[src/rtl/reset_seq_pkg.sv]
// Shared types and defaults for the domain reset sequencer.
// Imported by the sequencer top and its testbench.
package reset_seq_pkg;

   typedef enum logic [1:0] {
      WAIT_LOCK,
      RELEASE,
      DONE,
      HOLD
   } seq_state_e;

   localparam int unsigned DEF_DELAY_CYC    = 16;
   localparam int unsigned DEF_LOCK_TIMEOUT = 1024;

endpackage

[src/rtl/sync_2ff.sv]
// Two-flop synchronizer with asynchronous reset to RST_VAL.
// With d_i tied high it is an async-assert/sync-deassert reset.
module sync_2ff #(
   parameter int unsigned      WIDTH   = 1,
   parameter logic [WIDTH-1:0] RST_VAL = '0
) (
   input  logic             clk,
   input  logic             rst_n_i,
   input  logic [WIDTH-1:0] d_i,
   output logic [WIDTH-1:0] q_o
);

   logic [WIDTH-1:0] meta_q;
   logic [WIDTH-1:0] sync_q;

   always_ff @(posedge clk or negedge rst_n_i) begin
      if (!rst_n_i) begin
         meta_q <= RST_VAL;
         sync_q <= RST_VAL;
      end else begin
         meta_q <= d_i;
         sync_q <= meta_q;
      end
   end

   assign q_o = sync_q;

endmodule

[src/rtl/reset_sequencer.sv]
// Orders reset release across the C-PHY master clock/reset domains.
// Waits for PLL lock, then releases domain resets one at a time.
module reset_sequencer
   import reset_seq_pkg::*;
#(
   parameter int unsigned N_DOM        = 4,
   parameter int unsigned DELAY_CYC    = DEF_DELAY_CYC,
   parameter int unsigned LOCK_TIMEOUT = DEF_LOCK_TIMEOUT,
   parameter int unsigned CNT_W        = $clog2(LOCK_TIMEOUT + 1)
) (
   input  logic             clk,
   input  logic             RstN,
   input  logic             pll_lock,
   input  logic             sw_rst_req,
   output logic [N_DOM-1:0] rst_n_out,
   output logic             seq_done,
   output logic             busy,
   output logic             lock_err
);

   localparam int unsigned DOM_W = (N_DOM > 1) ? $clog2(N_DOM) : 1;

   localparam logic [CNT_W-1:0] CNT_ONE   = CNT_W'(1);
   localparam logic [CNT_W-1:0] TIMEOUT_C = CNT_W'(LOCK_TIMEOUT);
   localparam logic [CNT_W-1:0] DLY_LAST  = CNT_W'(DELAY_CYC - 1);
   localparam logic [DOM_W-1:0] DOM_ONE   = DOM_W'(1);
   localparam logic [DOM_W-1:0] DOM_LAST  = DOM_W'(N_DOM - 1);

   logic rst_s;
   logic lock_s;
   logic abort;

   seq_state_e       state_q, state_d;
   logic [CNT_W-1:0] cnt_q, cnt_d;
   logic [DOM_W-1:0] dom_q, dom_d;
   logic [N_DOM-1:0] rst_q, rst_d;
   logic             done_q, done_d;
   logic             busy_q, busy_d;
   logic             err_q, err_d;

   sync_2ff #(
      .WIDTH   (1),
      .RST_VAL (1'b0)
   ) u_rst_sync (
      .clk     (clk),
      .rst_n_i (RstN),
      .d_i     (1'b1),
      .q_o     (rst_s)
   );

   sync_2ff #(
      .WIDTH   (1),
      .RST_VAL (1'b0)
   ) u_lock_sync (
      .clk     (clk),
      .rst_n_i (RstN),
      .d_i     (pll_lock),
      .q_o     (lock_s)
   );

   always_ff @(posedge clk or negedge rst_s) begin
      if (!rst_s) begin
         state_q <= WAIT_LOCK;
         cnt_q   <= '0;
         dom_q   <= '0;
         rst_q   <= '0;
         done_q  <= 1'b0;
         busy_q  <= 1'b0;
         err_q   <= 1'b0;
      end else begin
         state_q <= state_d;
         cnt_q   <= cnt_d;
         dom_q   <= dom_d;
         rst_q   <= rst_d;
         done_q  <= done_d;
         busy_q  <= busy_d;
         err_q   <= err_d;
      end
   end

   always_comb begin
      state_d = state_q;
      cnt_d   = cnt_q;
      dom_d   = dom_q;
      rst_d   = rst_q;
      err_d   = err_q;
      abort   = sw_rst_req |
                (~lock_s & ((state_q == RELEASE) |
                            (state_q == DONE)));

      if (state_q == HOLD) begin
         if (sw_rst_req) begin
            cnt_d = '0;
            err_d = 1'b0;
         end else if (cnt_q == DLY_LAST) begin
            state_d = WAIT_LOCK;
            cnt_d   = '0;
            dom_d   = '0;
         end else begin
            cnt_d = cnt_q + CNT_ONE;
         end
      end else if (abort) begin
         // Abort beats any release scheduled for this same cycle.
         state_d = HOLD;
         cnt_d   = '0;
         dom_d   = '0;
         rst_d   = '0;
         if (sw_rst_req) begin
            err_d = 1'b0;
         end
      end else begin
         unique case (state_q)
            WAIT_LOCK: begin
               if (lock_s) begin
                  state_d = RELEASE;
                  cnt_d   = '0;
               end else if (cnt_q == TIMEOUT_C) begin
                  err_d = 1'b1;
               end else begin
                  cnt_d = cnt_q + CNT_ONE;
               end
            end
            RELEASE: begin
               if (cnt_q == DLY_LAST) begin
                  rst_d[dom_q] = 1'b1;
                  cnt_d        = '0;
                  if (dom_q == DOM_LAST) begin
                     state_d = DONE;
                  end else begin
                     dom_d = dom_q + DOM_ONE;
                  end
               end else begin
                  cnt_d = cnt_q + CNT_ONE;
               end
            end
            default: begin
            end
         endcase
      end

      done_d = (state_d == DONE);
      busy_d = (state_d != DONE);
   end

   assign rst_n_out = rst_q;
   assign seq_done  = done_q;
   assign busy      = busy_q;
   assign lock_err  = err_q;

endmodule

[config.mk]
export PLATFORM = sky130hd
export DESIGN_NAME = reset_sequencer
export DESIGN_NICKNAME = d
export VERILOG_FILES = /design/src/rtl/reset_seq_pkg.sv /design/src/rtl/sync_2ff.sv /design/src/rtl/reset_sequencer.sv
export SDC_FILE = /design/constraint.sdc
export NUM_CORES = 1
export LEC_CHECK = 0
export BUFFER_PORTS_ARGS = -buffer_cell sky130_fd_sc_hd__buf_2
export CAP_MARGIN = 20
export CORE_MARGIN = 10
export CORE_UTILIZATION = 55
export CTS_CLUSTER_SIZE = 10
export DETAILED_ROUTE_END_ITERATION = 10
export PLACE_DENSITY = 0.74
export SLEW_MARGIN = 5
export SYNTH_ARGS = -nofsm -noshare
export SYNTH_HDL_FRONTEND = slang
export SYNTH_SLANG_ARGS = --single-unit
[constraint.sdc]
create_clock -name clk -period 1 [get_ports clk]
set_input_delay 0.05 -clock clk [delete_from_list [all_inputs] [get_ports clk]]
set_output_delay 0.05 -clock clk [all_outputs]
set_load 0.01 [all_outputs]
==> results of run 1 <==
## worst max-delay path, delay by kind of cell, from the launching register on
kind                     cells  cell delay, ns
flip-flops                   1            0.46
AND/OR/NAND/NOR              2            0.92
adder cells (fa/ha/maj)      1            0.17
AO/OA/AOI/OAI                2            0.47
buffers and inverters        1            0.10
## per-stage QoR
stage / setup slack (ns) / instance area, um2 / hold WS, ns / util
floorplan: -1.161 / 1490 / -0.2456 / -
global placement: -1.069 / 1886 / -0.1481 / 0.7543
detailed placement: -1.148 / 1886 / -0.1454 / 0.7543
CTS: -1.133 / 2073 / 0.03647 / 0.8293
global route: -1.223 / 2221 / 0.06790 / 0.8884
finish: -1.192 / 2221 / 0.06696 / 0.8884
## kinds of logic after synthesis
kind of cell             after synthesis
other                                  1
AO/OA/AOI/OAI                         43
flip-flops                            26
buffers and inverters                  9
adder cells (fa/ha/maj)                9
AND/OR/NAND/NOR                       61
## path summary, 6_finish.rpt
| kind | startpoint | slack (ns) | endpoint |
|---|---|---|---|
| worst max-delay path | state_q[1] | -1.19 | cnt_q[9] |
| worst min-delay path | RstN | 0.07 | u_rst_sync.meta_q |
| worst max register to register | state_q[1] | -1.19 | cnt_q[9] |
| worst min register to register | u_rst_sync.q_o | 0.23 | state_q[1] |
| max in group asynchronous | u_rst_sync.q_o | 0.52 | state_q[0] |
| min in group clk | sw_rst_req | 0.19 | lock_err |
## sequential cells by signal, summed over array words and instances, names as in the netlist
signal and count:
busy 1, cnt_q 11, dom_q 2, lock_err 1, rst_n_out 4, seq_done 1
state_q 2, u_lock_sync.meta_q 1, u_lock_sync.q_o 1, u_rst_sync.meta_q 1, u_rst_sync.q_o 1
## what timing repair did
action | CTS | global route
hold buffers | 2 | 0
buffers inserted | 2 | 8
endpoints found under the hold margin | 5 | 0
endpoints found under the setup margin | 22 | 22
pin swaps | 10 | 14
gates resized for setup | 30 | 18
## cells in the final DEF, fill, tap and decap left out, types with 6 or more instances in the layout
cell type   n
a22o_1      6
o21ai_2     8
and3_1      7
buf_2      10
nor2_1     11
dfrtp_1    25
nand2_1     8
buf_4      48
buf_6       6
## power groups by stage
stage / clock network [uW] / logic, uW / registers [uW]
2_1_floorplan: 0 / 54.5 / 1110
3_3_place_gp: 0 / 135 / 1100
3_5_place_dp: 0 / 140 / 1100
4_1_cts: 548 / 164 / 1080
5_1_grt: 591 / 195 / 1080
6_report: 548 / 181 / 1080
## layout make-up
cell class	instances	area, um2	share of cell area
Tap cell	30	37.54	0.01690
Clock buffer	4	36.28	0.01634
Sequential cell	26	651.9	0.2935
Inverter	6	22.52	0.01014
Multi-Input combinational cell	114	974.7	0.4389
Timing Repair Buffer	66	498.0	0.2242
## routing by layer
| metal | share of wire | up-vias | routed length, um |
|---|---|---|---|
| li1 | - | 683 | - |
| met1 | 0.37 | 749 | 1867 |
| met2 | 0.52 | 79 | 2653 |
| met3 | 0.067 | 28 | 339 |
| met4 | 0.044 | 0 | 226 |
| met5 | 0 | - | 0 |
==> results.json, run 1 <==
{
  "cp_max_fo": 6,
  "initial_core_util": 0.5821,
  "grt-ovfl-total": 0,
  "vias": 1539,
  "leakage_uw": 0.001082,
  "p_total_uw": 1811,
  "ys_seq_area_frac": 0.4471,
  "diodes": 0,
  "p_per_area_nw_per_um2": 815.3,
  "fin_cells": 246,
  "status": "finished with violations",
  "crit_path_top_delay_cell": "or4_4",
  "synthSimpleGateAreaFrac": 0.2261,
  "power_frac_comb": 0.100,
  "arrival_ns": 2.44,
  "holdCritPathClass": "in2async",
  "worst_r2r_path_depth": 6,
  "synth_fa_ha_area_frac": 0.07739,
  "io_buffers": 10,
  "synth_compound_area_frac": 0.2158,
  "grt_pass1_vias": 1506,
  "synth_cell_type_count": 41,
  "cts_num_sinks": 26,
  "gp_congestion": 0.8378,
  "finClkSkew_ns": 0.001778,
  "fp.dieH_um": 71.44,
  "rsz0062_at_grt": "yes",
  "syn-cell-area_um2": 1455,
  "netlist_instances": 149,
  "avgSynthCellArea_um2": 9.766,
  "worst_slack_ns": -1.192,
  "root_buffer": "clkbuf_4",
  "post_drt_wl_per_cell_um": 20.68,
  "core_um2": 2500,
  "muxShareOfSynthArea": 0,
  "synth_common_cells": "dfrtp_1 (26), o21ai_0 (15), nor2_1 (13)",
  "insertion_delay_ns": 0.32,
  "synth_most_common_cell": "dfrtp_1",
  "clk_path_buf_depth": 2,
  "cts_tree": "built",
  "worstSetupEndpointType": "register",
  "yosysWarnings": 0,
  "max_freq_mhz": 456.2,
  "synthXorXnorAreaFrac": 0,
  "power_frac_clock": 0.302,
  "critPathKind": "reg2reg",
  "antenna_found_initial": 0,
  "seqPwrFrac": 0.598,
  "worstSetupStartpointType": "register",
  "crit_chain": "inv_2 -> ha_4 -> or4_4 -> a211o_4 -> or4_4 -> o211ai_1",
  "fin_crit_sh": 2.192,
  "drive_gt1_frac": 0.4954,
  "synth_edf_count": 0,
  "grt_usage": 0.1749,
  "met3_usage": 0.03030,
  "setup_violations": 22,
  "routed_wl_um": 5087,
  "layout.nets": 230,
  "synth.net_count": 162,
  "io_pins": 11,
  "p_sw_frac": 0.2402,
  "synth_top_area_share": 0.4471,
  "routed_via_density": 6.256,
  "ys_top_cells_by_area": "dfrtp_1 (45%), ha_1 (7.7%), o21ai_0 (5.2%), a22o_1 (3.6%), and3_1 (3.4%)",
  "cp_data_required_time_ns": 1.25,
  "fillers": 103,
  "tns_ns": -21.67,
  "synth_flop_cell": "dfrtp_1",
  "synth_top_family_by_area": "simple AND/OR/NAND/NOR gates",
  "grt_pass1_wl_um": 7369,
  "cts_buffers": 3,
  "hold_viol": 0,
  "first_pass_iters": 4,
  "fin_crit_ns": 2.192,
  "irDropWorstVdd_uv": 949.0,
  "finalMaxSlewViolations": 0,
  "h-tree-depth": 1,
  "gr-usage-met2": 0.3225,
  "busiest_layer": "met2",
  "p_sw_uw": 435.0,
  "max_cap_violations": 0,
  "drc": 0,
  "placedCellCount": 230,
  "path_clk_slew_ns": 0.15,
  "ys_async_sr_fraction": 1.000,
  "die_area_um2": 5103,
  "dp_hpwl_um": 2875,
  "ant_nets": 0,
  "p_int_uw": 1376,
  "cpPeakStageDelay_ns": 0.51,
  "drtIter0Drc": 170,
  "yosysTopAreaCell": "dfrtp_1",
  "gr-usage-met1": 0.1977,
  "num_rows": 18,
  "die_x_um": 71.44,
  "cp_common_cell": "or4_4",
  "yosys_register_bits": 26,
  "grt_max_degree": 23,
  "areaGrowthSynthToFinish_pct": 52.62,
  "violations": "setup timing"
}
Note: power is estimated with default switching activity, not from simulation.
==> run 2, diff against run 1 <==
--- a/config.mk
+++ b/config.mk
@@ -9,8 +9,10 @@
 export CAP_MARGIN = 20
 export CORE_MARGIN = 10
 export CORE_UTILIZATION = 55
+export CTS_BUF_LIST = sky130_fd_sc_hd__clkbuf_4
 export CTS_CLUSTER_SIZE = 10
 export DETAILED_ROUTE_END_ITERATION = 10
+export GPL_TIMING_DRIVEN = 0
 export PLACE_DENSITY = 0.74
 export SLEW_MARGIN = 5
 export SYNTH_ARGS = -nofsm -noshare
==> results.json, run 2 (same netlist as run 1, synthesis figures left out) <==
{
  "status": "finished with violations",
  "violations": "setup timing",
  "p_per_area_nw_per_um2": 896.2,
  "fillers": 172,
  "cts_tree": "built",
  "irDropWorstVdd_uv": 914.9,
  "worstSetupStartpointType": "register",
  "crit_path_top_delay_cell": "dfrtp_2",
  "rsz0062_at_grt": "yes",
  "vias": 1295,
  "crit_buf_inv": 1,
  "max_cap_violations": 0,
  "clk_path_buf_depth": 2,
  "core_um2": 2500,
  "max_freq_mhz": 456.6,
  "top_register": "cnt_q",
  "first_pass_iters": 4,
  "drc": 0,
  "fin_crit_sh": 2.190,
  "final_common_cell": "dfrtp_1",
  "io_buffers": 10,
  "final_cell_mix": "dfrtp_1 (23), buf_4 (14), nor2_1 (11)",
  "antenna_found_initial": 0,
  "dp_slack_ns": -1.401,
  "routed_wl_um": 3544,
  "die_area_um2": 5103,
  "initial_core_util": 0.5821,
  "cts_buffers": 3,
  "multi_input_area_um2": 909.6,
  "worst_slack_ns": -1.190,
  "fin_cells": 210,
  "grt_pass1_wl_um": 5809,
  "arrival_ns": 2.45,
  "gr-usage-met2": 0.2216,
  "seqPwrFrac": 0.655,
  "utilization": 0.7487,
  "setup_violations": 22,
  "finalMaxSlewViolations": 0,
  "cp_common_cell": "or4_4",
  "routed_via_density": 6.167,
  "post_drt_wl_per_cell_um": 16.88,
  "holdCritPathClass": "in2async",
  "root_buffer": "clkbuf_4",
  "dp_hpwl_um": 2135,
  "regArea_um2": 654.4,
  "worstSetupEndpointType": "register",
  "met3_usage": 0.03168,
  "power_frac_clock": 0.270,
  "crit_chain": "ha_4 -> buf_6 -> or4_4 -> a211o_4 -> or4_4 -> o211ai_1",
  "io_pins": 11,
  "h-tree-depth": 1,
  "placedCellCount": 189,
  "critPathTopFamily": "simple AND/OR/NAND/NOR gates",
  "finClkSkew_ns": 0.01327,
  "drtIter0Drc": 86,
  "grt_max_degree": 23,
  "rrSetupSlack_ns": -1.19,
  "grt_usage": 0.1355,
  "leakage_uw": 0.0008630,
  "cts_num_sinks": 26,
  "fin_crit_ns": 2.190,
  "cpPeakStageDelay_ns": 0.50,
  "grt_pass1_vias": 1309,
  "path_clk_slew_ns": 0.14,
  "num_rows": 18,
  "tns_ns": -19.21,
  "grt-ovfl-total": 0,
  "cp_data_required_time_ns": 1.26,
  "hold_viol": 0,
  "drive_gt1_frac": 0.3444,
  "insertion_delay_ns": 0.33,
  "cp_max_fo": 6,
  "gr-usage-met1": 0.1583,
  "p_sw_uw": 397.4,
  "ant_nets": 0,
  "areaGrowthSynthToFinish_pct": 28.63,
  "diodes": 0,
  "hold_ws_ns": 0.04324,
  "critPathKind": "reg2reg",
  "power_frac_comb": 0.075,
  "gp_congestion": 0.8227,
  "busiest_layer": "met2",
  "largest_register_ffs": 11,
  "die_x_um": 71.44,
  "p_sw_frac": 0.2369,
  "fp.dieH_um": 71.44,
  "p_int_uw": 1280,
  "layout.nets": 194
}
-- run 2: power groups by stage --
stage          clock network (uW)  logic, uW  registers (uW)
2_1_floorplan                   0       54.5            1110
3_3_place_gp                    0       73.5            1120
3_5_place_dp                    0       76.9            1120
4_1_cts                       465        119            1100
5_1_grt                       510        137            1110
6_report                      453        126            1100
-- run 2: path summary, 6_finish.rpt --
| path | start | end | depth (start not counted) |
|---|---|---|---|
| worst max-delay path | state_q[0] | cnt_q[9] | 6 |
| worst min-delay path | RstN | u_rst_sync.meta_q | 2 |
| worst max register to register | state_q[0] | cnt_q[9] | 6 |
| worst min register to register | u_rst_sync.q_o | cnt_q[1] | 0 |
| max in group asynchronous | u_rst_sync.q_o | state_q[0] | 0 |
| min in group clk | sw_rst_req | dom_q[1] | 4 |
-- run 2: worst register-to-register path, cell delays in order, from the launching register on --
cell and delay (ns):
dfrtp_2 0.50, ha_4 0.19, buf_6 0.11, or4_4 0.47, a211o_4 0.36, or4_4 0.41, o211ai_1 0.09
-- run 2: through the flow --
step	power [uW]	area, um2
after floorplan	1168	1490
after global placement	1195	1578
after detailed placement	1200	1578
after CTS	1684	1833
after global routing	1753	1872
final	1677	1872
-- run 2: area by class of cell --
type	instances	share of cell area
Timing Repair Buffer	28	0.1103
Inverter	6	0.01203
Tap cell	30	0.02005
Multi-Input combinational cell	114	0.4860
Clock inverter	1	0.002005
Buffer	2	0.008021
Clock buffer	3	0.01203
Sequential cell	26	0.3496
-- run 2: layer usage --
metal	vias to the layer above	part of all wire
met5	-	0
met4	0	0.023
met3	9	0.047
met2	31	0.50
met1	646	0.43
li1	609	-
-- run 2: what timing repair did --
| action | CTS | global route |
|---|---|---|
| setup buffers | 14 | 2 |
| endpoints found under the hold margin | 5 | 0 |
| pin swaps | 7 | 9 |
| hold buffers | 2 | 0 |
| gates resized for setup | 28 | 8 |
| endpoints found under the setup margin | 26 | 22 |
